### src/rtl/muldiv_unit_pkg.sv
// Shared definitions for the iterative multiply/divide unit: op encodings,
// FSM state encodings and small op-decode helpers.
// Build option MULDIV_FAST_MUL_EN: when defined, MULT/MULTU complete in one
// combinational product cycle plus FIN (busy for 2 cycles); divide is unchanged.
// When undefined, multiply is the iterative shift-add over WIDTH cycles.
package muldiv_unit_pkg;

  // Operation encodings on the op input
  localparam logic [2:0] MD_MULT  = 3'b000;
  localparam logic [2:0] MD_MULTU = 3'b001;
  localparam logic [2:0] MD_DIV   = 3'b010;
  localparam logic [2:0] MD_DIVU  = 3'b011;
  localparam logic [2:0] MD_MTHI  = 3'b100;
  localparam logic [2:0] MD_MTLO  = 3'b101;

  // FSM states (MD_S_ prefix keeps them apart from the op names)
  typedef enum logic [1:0] {
    MD_S_IDLE = 2'b00,
    MD_S_MUL  = 2'b01,
    MD_S_DIV  = 2'b10,
    MD_S_FIN  = 2'b11
  } md_state_e;

  function automatic logic is_mul_op(input logic [2:0] op);
    return (op == MD_MULT) || (op == MD_MULTU);
  endfunction

  function automatic logic is_div_op(input logic [2:0] op);
    return (op == MD_DIV) || (op == MD_DIVU);
  endfunction

  function automatic logic is_signed_op(input logic [2:0] op);
    return (op == MD_MULT) || (op == MD_DIV);
  endfunction

endpackage

### src/rtl/muldiv_unit_if.sv
// Request/result bundle between the EX stage and the multiply/divide unit.
// Handshake: start is a request that the unit accepts only at an edge where it
// is idle (busy low) and flush is low; there is no ready and no queueing, so
// the requester must stall on busy and re-issue nothing while busy is high.
// done pulses for exactly the cycle in which hi/lo show a new MULT/DIV result.
interface muldiv_unit_if #(
  parameter int WIDTH = 32
);
  logic                          start;
  logic [2:0]                    op;
  logic [WIDTH-1:0]              src_a;
  logic [WIDTH-1:0]              src_b;
  logic                          flush;
  logic                          busy;
  logic                          done;
  logic [WIDTH-1:0]              hi;
  logic [WIDTH-1:0]              lo;
  muldiv_unit_pkg::md_state_e    state;

  modport master (
    output start, op, src_a, src_b, flush,
    input  busy, done, hi, lo, state
  );

  modport slave (
    input  start, op, src_a, src_b, flush,
    output busy, done, hi, lo, state
  );
endinterface

### src/rtl/muldiv_step.sv
// One iteration of the multiply/divide datapath.
// Multiply (div_mode_i=0): shift-add; hi accumulates the partial product, lo
// holds the remaining multiplier bits and receives product bits from the top.
// Divide (div_mode_i=1): restoring; hi is the partial remainder, lo shifts the
// dividend out of its top and the quotient bit into its bottom.
module muldiv_step #(
  parameter int WIDTH = 32
) (
  input  logic             div_mode_i,
  input  logic [WIDTH-1:0] hi_i,
  input  logic [WIDTH-1:0] lo_i,
  input  logic [WIDTH-1:0] b_i,
  output logic [WIDTH-1:0] hi_o,
  output logic [WIDTH-1:0] lo_o
);

  logic [WIDTH:0] mul_sum;
  logic [WIDTH:0] div_shift;
  logic [WIDTH:0] div_diff;
  logic           div_ok;

  // Single-bit step for either mode
  always_comb begin
    mul_sum   = lo_i[0] ? ({1'b0, hi_i} + {1'b0, b_i}) : {1'b0, hi_i};
    div_shift = {hi_i, lo_i[WIDTH-1]};
    div_diff  = div_shift - {1'b0, b_i};
    div_ok    = ~div_diff[WIDTH];
    if (div_mode_i) begin
      hi_o = div_ok ? div_diff[WIDTH-1:0] : div_shift[WIDTH-1:0];
      lo_o = {lo_i[WIDTH-2:0], div_ok};
    end else begin
      hi_o = mul_sum[WIDTH:1];
      lo_o = {mul_sum[0], lo_i[WIDTH-1:1]};
    end
  end

endmodule

### src/rtl/muldiv_unit.sv
// Iterative multiply/divide unit with HI/LO registers. Operand magnitudes are
// captured at the accepting edge, the unsigned core runs one bit per cycle,
// and the sign fix-up is applied combinationally in FIN where the result is
// presented on hi/lo together with done and written back at the FIN exit edge.
// Build option MULDIV_FAST_MUL_EN selects a single-cycle multiply.
module muldiv_unit
  import muldiv_unit_pkg::*;
#(
  parameter int WIDTH = 32
) (
  input  logic           clk,
  input  logic           rst,
  muldiv_unit_if.slave   md
);

  localparam int CNT_W = $clog2(WIDTH) + 1;
  localparam logic [CNT_W-1:0] CNT_INIT = CNT_W'(WIDTH);
  localparam logic [CNT_W-1:0] CNT_ONE  = CNT_W'(1);

  md_state_e        state_q, state_d;
  logic [CNT_W-1:0] cnt_q, cnt_d;
  logic [WIDTH-1:0] wh_q, wh_d;     // partial product high / remainder
  logic [WIDTH-1:0] wl_q, wl_d;     // multiplier+product low / dividend+quotient
  logic [WIDTH-1:0] wb_q, wb_d;     // multiplicand / divisor magnitude
  logic [WIDTH-1:0] araw_q, araw_d; // raw dividend, returned on divide by zero
  logic             neg_q, neg_d;   // product or quotient must be negated
  logic             negr_q, negr_d; // remainder must be negated
  logic             div0_q, div0_d;
  logic             isdiv_q, isdiv_d;
  logic [WIDTH-1:0] hi_q, hi_d;
  logic [WIDTH-1:0] lo_q, lo_d;

  logic             a_neg, b_neg;
  logic [WIDTH-1:0] mag_a, mag_b;
  logic             accept_mul, accept_div, idle_req;
  logic [WIDTH-1:0] step_hi, step_lo;
  logic [2*WIDTH-1:0] prod_raw, prod_fix;
  logic [WIDTH-1:0] res_hi, res_lo;
  logic             fin_ok;

  muldiv_step #(.WIDTH(WIDTH)) u_step (
    .div_mode_i (state_q == MD_S_DIV),
    .hi_i       (wh_q),
    .lo_i       (wl_q),
    .b_i        (wb_q),
    .hi_o       (step_hi),
    .lo_o       (step_lo)
  );

  // Operand decode: magnitudes and request qualification in IDLE
  always_comb begin
    a_neg      = is_signed_op(md.op) & md.src_a[WIDTH-1];
    b_neg      = is_signed_op(md.op) & md.src_b[WIDTH-1];
    mag_a      = a_neg ? -md.src_a : md.src_a;
    mag_b      = b_neg ? -md.src_b : md.src_b;
    idle_req   = (state_q == MD_S_IDLE) & md.start & ~md.flush;
    accept_mul = idle_req & is_mul_op(md.op);
    accept_div = idle_req & is_div_op(md.op);
  end

  // Sign fix-up and divide special cases, valid while in FIN
  always_comb begin
    prod_raw = {wh_q, wl_q};
    prod_fix = neg_q ? -prod_raw : prod_raw;
    if (isdiv_q) begin
      if (div0_q) begin
        res_hi = araw_q;
        res_lo = '1;
      end else begin
        res_hi = negr_q ? -wh_q : wh_q;
        res_lo = neg_q ? -wl_q : wl_q;
      end
    end else begin
      res_hi = prod_fix[2*WIDTH-1:WIDTH];
      res_lo = prod_fix[WIDTH-1:0];
    end
  end

  // FSM next-state, iteration counter, working and HI/LO register updates
  always_comb begin
    state_d = state_q;
    cnt_d   = cnt_q;
    wh_d    = wh_q;
    wl_d    = wl_q;
    wb_d    = wb_q;
    araw_d  = araw_q;
    neg_d   = neg_q;
    negr_d  = negr_q;
    div0_d  = div0_q;
    isdiv_d = isdiv_q;
    hi_d    = hi_q;
    lo_d    = lo_q;
    case (state_q)
      MD_S_IDLE: begin
        if (accept_mul) begin
          state_d = MD_S_MUL;
          cnt_d   = CNT_INIT;
          wh_d    = '0;
          wl_d    = mag_b;
          wb_d    = mag_a;
          araw_d  = md.src_a;
          neg_d   = a_neg ^ b_neg;
          negr_d  = 1'b0;
          div0_d  = 1'b0;
          isdiv_d = 1'b0;
        end else if (accept_div) begin
          state_d = MD_S_DIV;
          cnt_d   = CNT_INIT;
          wh_d    = '0;
          wl_d    = mag_a;
          wb_d    = mag_b;
          araw_d  = md.src_a;
          neg_d   = a_neg ^ b_neg;
          negr_d  = a_neg;
          div0_d  = (md.src_b == '0);
          isdiv_d = 1'b1;
        end else if (idle_req && md.op == MD_MTHI) begin
          hi_d = md.src_a;
        end else if (idle_req && md.op == MD_MTLO) begin
          lo_d = md.src_a;
        end
      end
      MD_S_MUL: begin
`ifdef MULDIV_FAST_MUL_EN
        {wh_d, wl_d} = {{WIDTH{1'b0}}, wb_q} * {{WIDTH{1'b0}}, wl_q};
        state_d      = MD_S_FIN;
`else
        wh_d  = step_hi;
        wl_d  = step_lo;
        cnt_d = cnt_q - CNT_ONE;
        if (cnt_q == CNT_ONE) state_d = MD_S_FIN;
`endif
      end
      MD_S_DIV: begin
        wh_d  = step_hi;
        wl_d  = step_lo;
        cnt_d = cnt_q - CNT_ONE;
        if (cnt_q == CNT_ONE) state_d = MD_S_FIN;
      end
      MD_S_FIN: begin
        state_d = MD_S_IDLE;
        hi_d    = res_hi;
        lo_d    = res_lo;
      end
      default: state_d = MD_S_IDLE;
    endcase
    // A flush abandons any in-flight operation, including its FIN write-back
    if (md.flush && state_q != MD_S_IDLE) begin
      state_d = MD_S_IDLE;
      hi_d    = hi_q;
      lo_d    = lo_q;
    end
  end

  // State and datapath registers
  always_ff @(posedge clk or posedge rst) begin
    if (rst) begin
      state_q <= MD_S_IDLE;
      cnt_q   <= '0;
      wh_q    <= '0;
      wl_q    <= '0;
      wb_q    <= '0;
      araw_q  <= '0;
      neg_q   <= 1'b0;
      negr_q  <= 1'b0;
      div0_q  <= 1'b0;
      isdiv_q <= 1'b0;
      hi_q    <= '0;
      lo_q    <= '0;
    end else begin
      state_q <= state_d;
      cnt_q   <= cnt_d;
      wh_q    <= wh_d;
      wl_q    <= wl_d;
      wb_q    <= wb_d;
      araw_q  <= araw_d;
      neg_q   <= neg_d;
      negr_q  <= negr_d;
      div0_q  <= div0_d;
      isdiv_q <= isdiv_d;
      hi_q    <= hi_d;
      lo_q    <= lo_d;
    end
  end

  // Outputs: the FIN result is shown alongside done unless flushed away
  always_comb begin
    fin_ok   = (state_q == MD_S_FIN) & ~md.flush;
    md.busy  = (state_q != MD_S_IDLE);
    md.done  = fin_ok;
    md.hi    = fin_ok ? res_hi : hi_q;
    md.lo    = fin_ok ? res_lo : lo_q;
    md.state = state_q;
  end

endmodule

### src/flat_wrapper.sv
// flat-port wrapper written by rule: the top's interface ports become plain ports
module muldiv_unit_flat import muldiv_unit_pkg::*;
#(
  parameter int WIDTH = 32
)
  (clk, rst, md_start, md_op, md_src_a, md_src_b, md_flush, md_busy, md_done, md_hi, md_lo, md_state);
  muldiv_unit_if #(.WIDTH(WIDTH)) md_i ();
  input  logic clk;
  input  logic rst;
  input wire logic [$bits(md_i.start)-1:0] md_start;
  input wire logic [$bits(md_i.op)-1:0] md_op;
  input wire logic [$bits(md_i.src_a)-1:0] md_src_a;
  input wire logic [$bits(md_i.src_b)-1:0] md_src_b;
  input wire logic [$bits(md_i.flush)-1:0] md_flush;
  output wire logic [$bits(md_i.busy)-1:0] md_busy;
  output wire logic [$bits(md_i.done)-1:0] md_done;
  output wire logic [$bits(md_i.hi)-1:0] md_hi;
  output wire logic [$bits(md_i.lo)-1:0] md_lo;
  output wire logic [$bits(md_i.state)-1:0] md_state;
  assign md_i.start = md_start;
  assign md_i.op = md_op;
  assign md_i.src_a = md_src_a;
  assign md_i.src_b = md_src_b;
  assign md_i.flush = md_flush;
  assign md_busy = md_i.busy;
  assign md_done = md_i.done;
  assign md_hi = md_i.hi;
  assign md_lo = md_i.lo;
  assign md_state = md_i.state;
  muldiv_unit #(.WIDTH(WIDTH)) u_core (.clk(clk), .rst(rst), .md(md_i));
endmodule
### config.mk
export PLATFORM = sky130hd
export DESIGN_NAME = muldiv_unit_flat
export DESIGN_NICKNAME = d
export VERILOG_FILES = /design/src/rtl/muldiv_unit_pkg.sv /design/src/rtl/muldiv_unit_if.sv /design/src/rtl/muldiv_step.sv /design/src/rtl/muldiv_unit.sv /design/src/flat_wrapper.sv
export SDC_FILE = /design/constraint.sdc
export NUM_CORES = 1
export LEC_CHECK = 0
export CORE_MARGIN = 2
export CORE_UTILIZATION = 56
export CTS_BUF_LIST = sky130_fd_sc_hd__clkbuf_8
export DETAILED_ROUTE_END_ITERATION = 6
export GPL_TIMING_DRIVEN = 0
export PLACE_DENSITY = 0.8
export SETUP_SLACK_MARGIN = 0.15
export SLEW_MARGIN = 20
export SYNTH_ARGS = -nofsm -noshare
export SYNTH_HDL_FRONTEND = slang
export SYNTH_SLANG_ARGS = --single-unit
### constraint.sdc
create_clock -name clk -period 7.9 [get_ports clk]
set_input_delay 2.37 -clock clk [delete_from_list [all_inputs] [get_ports clk]]
set_output_delay 2.37 -clock clk [all_outputs]
set_load 0.02 [all_outputs]
==> flow_summary_export.csv, run 1 <==
group,metric,value,unit
worst_setup_path,worstSetupStartpointType,"flip-flop",
clocking,numCtsBuffers,39,
worst_setup_path,required,5.53,ns
floorplan,start_util,56.9,%
place,routabilityCongestion,1.06,
sta,tns,0,ns
logic_synthesis,synth_edf_count,0,
layout,drive_gt1_share,5.37,%
job,drv_cap,0,
min_path,min_path_type,"flip-flop to flip-flop",
floorplan,row_count,66,
power,p_seq_share,20.9,%
detailed_routing,finalWirelength,86300,um
logic_synthesis,synth_top_cells_by_count,"nand2_1 (407), o21ai_0 (296), dfrtp_1 (204)",
worst_setup_path,arrival,5.30,ns
logic_synthesis,syn-num-nets,2639,
power,combPwrFrac,67.2,%
power,ir_worst_vdd,0.297,mV
logic_synthesis,synth_cell_types,83,
logic_synthesis,syn_avg_cell_area,7.43,um2
floorplan,core,0.0325,mm2
clocking,clk_pin_slew,0.07,ns
logic_synthesis,synth_area,0.0185,mm2
worst_setup_path,worst-path-buf-inv,5,
layout,syn_to_final_growth,15.4,%
sta,fin_skew,0.0439,ns
logic_synthesis,synth_top_cell_by_area,"dfrtp_1",
worst_setup_path,path_class,"flip-flop to output port",
detailed_routing,vias_per_cell,6.90,
global_route,grt_max_degree,33,
clocking,h-tree-depth,2,
power,switching_power,5.23,mW
detailed_routing,via_count,21700,
power,internal_power,4.41,mW
detailed_routing,first_pass_iters,7,
detailed_routing,wl_per_cell,27.5,um
floorplan,die_h,186,um
worst_setup_path,cpMostUsedCell,"buf_2",
detailed_routing,drtIter0Drc,3364,
place,port_buffers,133,
global_route,grt_pass1_vias,20400,
floorplan,die_area,0.0346,mm2
place,place_hpwl,65500,um
logic_synthesis,netlist.area_leader.share,27.6,%
power,p_clk_share,11.8,%
global_route,antenna_found_initial,4,
power,leakagePower,9.02,nW
floorplan,boundaryPins,139,
worst_setup_path,cp_slowest_cell,"o221ai_1",
layout,fill_cells,2947,
power,p_per_area,451,mW/mm2
sta,fmax,130,MHz
worst_setup_path,cp_max_fo,10,
sta,tightest_slew,1.36,ns
clocking,cts_tree,"built",
clocking,cts_hold_buf,0,
clocking,cts_sinks,204,
logic_synthesis,synth.area.top_cells,"dfrtp_1 (28%), nand2_1 (8.2%), o21ai_0 (8.0%)",
sta,finalSetupViolations,0,
layout,fin_util,65.7,%
layout,nets,2821,
sta,slew_violations,0,
detailed_routing,drc,0,
floorplan,die_width,186,um
logic_synthesis,synth-seq-cells,204,
sta,rsz0062_at_grt,"false",
sta,timing.final.crit_share,97.1,%
worst_setup_path,cp_top_family,"simple AND/OR/NAND/NOR gates",
clocking,root_buffer,"clkbuf_8",
logic_synthesis,yosysSeqAreaShare,27.6,%
logic_synthesis,yosysMostFrequentCell,"nand2_1",
global_route,grt_usage,49.7,%
sta,hold_violations,0,
detailed_routing,ant_nets,0,
worst_setup_path,crit_chain,"buf_2 > or4_1 > or4_1 > buf_2 > nand4bb_4 > or2_1 > buf_2 > buf_6 > o21ai_0 > xnor2_1 > o221ai_1 > o21ai_0 > clkdlybuf4s50_1",
global_route,grt_pass1_wl,126000,um
sta,maxSlewHeadroom,8.62,%
clocking,clk_path_buf_depth,3,
logic_synthesis,synth_warnings,0,
logic_synthesis,async_flop_share,100,%
status,outcome,"complete, no violations",
clocking,worstSkewPairLatency,0.66,ns
worst_setup_path,max_stage_delay,0.84,ns
logic_synthesis,synthFlopType,"dfrtp_1",
worst_setup_path,endpoint_kind,"output port",
global_route,gr-total-overflow,0,
power,swShare,54.2,%
logic_synthesis,synthCells,2492,
sta,period_needed,7.67,ns
-- power by group through the flow --
stage	Sequential, mW	Combinational (mW)	Clock (mW)
5_1_grt	2.05	6.88	1.18
3_3_place_gp	1.96	6.00	0
6_report	2.02	6.48	1.14
2_1_floorplan	1.81	4.12	0
3_5_place_dp	1.99	6.13	0
4_1_cts	1.98	6.17	1.12
-- what timing repair did --
item,in CTS,in global routing
gates resized for setup,1,7
pin swaps,0,1
buffers inserted,0,1
endpoints found under the setup margin,8,30
hold endpoints to repair,0,0
-- worst register-to-register path, stage by stage, from the launching register on --
cell and delay [ns]:
dfrtp_1 0.47, inv_1 0.18, clkbuf_2 0.38, ha_1 0.39, nor3b_1 0.37, nand4_1 0.14, buf_4 0.20, or2_1 0.22
clkbuf_1 0.23, o21ai_0 0.44, o32a_1 0.23, nor2_1 0.05, a2111oi_0 0.99, nor3_1 0.15
-- registers in the layout, indices dropped and copies added (netlist names), 2 cells and up --
register / flops
u_core.araw_q: 32
u_core.cnt_q: 6
u_core.hi_q: 32
u_core.lo_q: 32
u_core.md.state: 2
u_core.wb_q: 32
u_core.wh_q: 32
u_core.wl_q: 32
-- routing by layer --
layer	vias up	wire length, um	global-route usage [%]
met4	8	7290	35.0
met2	1714	34200	69.1
met5	-	125	2.22
met1	10200	31700	62.4
met3	409	12900	19.5
li1	9319	-	-
-- worst paths after layout --
check	slack, ns	start	cells after the start	endpoint
setup reg to reg	3.26	u_core.wl_q[0]$_DFFE_PP0P_	13	u_core.hi_q[26]$_DFFE_PP0P_
setup / recovery	0.23	u_core.wl_q[2]$_DFFE_PP0P_	13	md_hi[11]
hold / removal	0.48	u_core.lo_q[7]$_DFFE_PP0P_	1	u_core.lo_q[7]$_DFFE_PP0P_
hold reg to reg	0.48	u_core.lo_q[7]$_DFFE_PP0P_	1	u_core.lo_q[7]$_DFFE_PP0P_
min in group asynchronous	2.00	rst	2	u_core.lo_q[21]$_DFFE_PP0P_
max in group asynchronous	4.76	rst	6	u_core.wh_q[26]$_DFFE_PP0P_
-- layout make-up --
class | instances | area, um2 | area share [%]
tap | 442 | 553 | 2.59
buffer | 192 | 748 | 3.50
clock buffer | 51 | 702 | 3.28
sequential | 204 | 5100 | 23.9
timing repair buffer | 141 | 1480 | 6.92
inverter | 73 | 278 | 1.30
multi-input combinational | 2023 | 12400 | 58.1
antenna | 1 | 2.50 | 0.0117
clock inverter | 15 | 90.1 | 0.421
-- placed cells by master, fill, tap and decap left out, types with 16 or more instances in the layout --
cell / instances
nand2_1: 407
nor3_1: 35
o31ai_1: 38
a21o_1: 47
clkdlybuf4s50_1: 133
and3_1: 32
nand3_1: 35
a21oi_1: 194
ha_1: 74
or3_1: 21
dfrtp_1: 204
buf_1: 17
clkbuf_1: 163
mux2_2: 38
mux2i_1: 38
clkbuf_8: 51
nand2b_1: 16
xor2_1: 67
a211oi_1: 63
o21ai_0: 295
xnor2_1: 96
nor2b_1: 21
inv_1: 78
nor2_1: 186
o211ai_1: 44
-- per-stage QoR --
| step | instance area, um2 | hold WS, ns | power [mW] | setup slack (ns) | instances |
|---|---|---|---|---|---|
| floorplan | 18500 | 0.441 | 5.93 | 2.08 | 2492 |
| global placement | 20400 | 0.457 | 7.96 | 0.240 | 3067 |
| detailed placement | 20600 | 0.467 | 8.12 | 0.214 | 3074 |
| CTS | 21300 | 0.480 | 9.27 | 0.196 | 3140 |
| global route | 21400 | 0.492 | 10.1 | 0.165 | 3142 |
| finish | 21400 | 0.483 | 9.64 | 0.226 | 3142 |
-- cells by family (layout without fill, tap and decap cells) --
family          after synthesis  in the layout  share of synthesized area, %
compound gates              857            857                          28.8
fa+ha+maj                    76             76                          5.21
other cells                   0              1                             0
xor+xnor                    163            163                          7.71
mux                          76             76                          4.36
simple gates                851            851                          20.9
buf+inv                     265            472                          5.50
flops                       204            204                          27.6
Note: power is estimated with default switching activity, not from simulation.
==> inputs of run 2 (changes only) <==
Settings changed: CORE_UTILIZATION 56 to 62, PLACE_DENSITY 0.8 to 0.84, SYNTH_HIERARCHICAL set to 1.
Clock period 7.9 ns to 7.1 ns, I/O delays scaled along.
==> flow_summary_export.csv, run 2 <==
group,metric,value,unit
status,outcome,"complete, no violations",
sta,fin_skew,0.0370,ns
worst_setup_path,endpoint_kind,"output port",
global_route,antenna_found_initial,2,
power,leakagePower,9.28,nW
logic_synthesis,synth_area,0.0188,mm2
sta,finalWorstSetupSlack,0.184,ns
logic_synthesis,netlist.area_leader.share,27.1,%
sta,maxSlewHeadroom,24.4,%
place,place_ws,-0.0901,ns
logic_synthesis,syn_avg_cell_area,7.43,um2
sta,rsz0062_at_grt,"false",
sta,period_needed,6.92,ns
sta,finalSetupViolations,0,
detailed_routing,drtIter0Drc,3809,
floorplan,core,0.0297,mm2
clocking,clk_pin_slew,0.06,ns
layout,final_common_cell,"nand2_1",
sta,hold_violations,0,
layout,seqCellArea,0.00510,mm2
logic_synthesis,async_flop_share,100,%
place,place_hpwl,63400,um
floorplan,boundaryPins,139,
sta,slew_violations,0,
power,ir_worst_vdd,0.374,mV
worst_setup_path,path_class,"flip-flop to output port",
sta,timing.final.crit_share,97.4,%
power,swShare,53.9,%
global_route,grt_max_degree,36,
power,internal_power,4.97,mW
logic_synthesis,synth.area.top_cells,"dfrtp_1 (27%), nand2_1 (8.5%), o21ai_0 (5.3%)",
global_route,grt_usage,51.1,%
logic_synthesis,yosysMostFrequentCell,"nand2_1",
layout,multiInputGateArea,0.0128,mm2
place,routabilityCongestion,1.09,
detailed_routing,via_count,22500,
global_route,grt_pass1_wl,122000,um
clocking,clk_path_buf_depth,3,
place,place_area,0.0208,mm2
global_route,grt_pass1_vias,21100,
clocking,worstSkewPairLatency,0.56,ns
logic_synthesis,synth_edf_count,0,
floorplan,die_width,178,um
detailed_routing,finalWirelength,82300,um
place,port_buffers,135,
layout,nets,2859,
worst_setup_path,cp_max_fo,9,
logic_synthesis,synth-seq-cells,204,
detailed_routing,wl_per_cell,26.3,um
worst_setup_path,arrival,4.79,ns
floorplan,die_h,178,um
layout,syn_to_final_growth,14.9,%
clocking,cts_resized,6,
min_path,hold_path_depth,1,
logic_synthesis,synth_warnings,6,
min_path,min_path_type,"flip-flop to flip-flop",
floorplan,start_util,63.3,%
detailed_routing,first_pass_iters,7,
power,combPwrFrac,66.8,%
logic_synthesis,synthCells,2531,
layout,layout_common_cells,"nand2_1 (426), dfrtp_1 (204), o21ai_0 (200)",
power,switching_power,5.81,mW
layout,drive_gt1_share,5.36,%
layout,fin_util,72.7,%
power,p_seq_share,22.2,%
worst_setup_path,required,4.97,ns
clocking,numCtsBuffers,38,
job,drv_cap,0,
floorplan,row_count,63,
power,p_clk_share,11.0,%
logic_synthesis,synth_cell_types,91,
logic_synthesis,syn-num-nets,2677,
detailed_routing,ant_nets,0,
clocking,cts_setup_buffers,0,
clocking,cts_hold_buf,0,
clocking,h-tree-depth,2,
clocking,cts_tree,"built",
clocking,cts_sinks,204,
global_route,gr-total-overflow,0,
layout,fill_cells,2377,
logic_synthesis,synth_top_cells_by_count,"nand2_1 (427), dfrtp_1 (204), o21ai_0 (200)",
worst_setup_path,reg2reg_depth,15,
floorplan,die_area,0.0317,mm2
logic_synthesis,synthFlopType,"dfrtp_1",
clocking,root_buffer,"clkbuf_8",
sta,tightest_slew,1.12,ns
sta,whs,0.476,ns
detailed_routing,vias_per_cell,7.19,
power,p_per_area,499,mW/mm2
logic_synthesis,synth_top_cell_by_area,"dfrtp_1",
worst_setup_path,worstSetupStartpointType,"flip-flop",
layout,design_area,0.0216,mm2
sta,fmax,145,MHz
detailed_routing,drc,0,
logic_synthesis,yosysSeqAreaShare,27.1,%
## run 2: changes by cell type in the layout (fill, tap and decap cells not counted), sizes merged, moves of 12 or more
cell / before / now
a211oi: 66 / 46
o211ai: 44 / 24
o221ai: 2 / 35
nor3: 35 / 47
and3: 32 / 19
nor4: 17 / 31
o21ai: 308 / 216
a31oi: 15 / 38
nand2b: 16 / 33
nand2: 407 / 427
nand3: 35 / 90
clkbuf: 219 / 196
## run 2: per-layer routing
| metal | track usage [%] | up-vias | wire (um) |
|---|---|---|---|
| met2 | 75.8 | 1979 | 34400 |
| met1 | 62.9 | 10500 | 28600 |
| li1 | - | 9538 | - |
| met3 | 18.2 | 500 | 12600 |
| met5 | 0 | - | 45 |
| met4 | 32.7 | 6 | 6610 |
## run 2: cells by family after synthesis
| group | count (synthesis) | synth area share (%) |
|---|---|---|
| AO/OA/AOI/OAI | 784 | 26.7 |
| XOR/XNOR | 166 | 7.73 |
| adder cells (fa/ha/maj) | 75 | 5.07 |
| buffers and inverters | 248 | 5.08 |
| flip-flops | 204 | 27.1 |
| multiplexers | 70 | 3.94 |
| AND/OR/NAND/NOR | 984 | 24.3 |
## run 2: area by class of cell
type,count,area share [%]
Antenna cell,1,0.0116
Buffer,170,3.10
Clock buffer,47,2.99
Clock inverter,21,0.579
Inverter,78,1.39
Multi-Input combinational cell,2079,59.2
Sequential cell,204,23.6
Tap cell,390,2.26
Timing Repair Buffer,142,6.90
## run 2: critical path, cell delays in order, from the launching register on
cell and delay (ns):
dfrtp_1 0.47, clkbuf_1 0.28, nor4_1 0.92, and4_1 0.44, nand2_1 0.22, nor4_1 0.54
a21oi_1 0.09, nor3_1 0.50, o21ai_0 0.19, clkdlybuf4s50_1 0.61
## run 2: power by group through the flow
stage / logic (mW) / clock network (mW) / registers (mW)
detailed placement: 6.84 / 0 / 2.34
finish: 7.20 / 1.19 / 2.39
global route: 7.69 / 1.23 / 2.41
CTS: 6.88 / 1.18 / 2.32
global placement: 6.67 / 0 / 2.31
floorplan: 4.79 / 0 / 2.05
## run 2: per-stage QoR
| step | instances | setup TNS [ns] | power, mW |
|---|---|---|---|
| 2_1_floorplan | 2531 | 0 | 6.84 |
| 3_5_place_dp | 3063 | -0.531 | 9.17 |
| 4_1_cts | 3131 | 0 | 10.4 |
| 5_1_grt | 3131 | 0 | 11.3 |
| 3_3_place_gp | 3056 | 0 | 8.98 |
| 6_report | 3132 | 0 | 10.8 |
## run 2: final timing paths
kind                                          endpoint                       start  slack (ns)
setup / recovery                             md_hi[31]  u_core/wh_q[9]$_DFFE_PP0P_        0.18
hold / removal              u_core/lo_q[4]$_DFFE_PP0P_  u_core/lo_q[4]$_DFFE_PP0P_        0.48
setup reg to reg           u_core/wh_q[24]$_DFFE_PP0P_  u_core/wh_q[4]$_DFFE_PP0P_        2.01
hold reg to reg             u_core/lo_q[4]$_DFFE_PP0P_  u_core/lo_q[4]$_DFFE_PP0P_        0.48
max in group asynchronous   u_core/wb_q[7]$_DFFE_PP0P_                         rst        4.07
min in group asynchronous  u_core/hi_q[28]$_DFFE_PP0P_                         rst        1.85
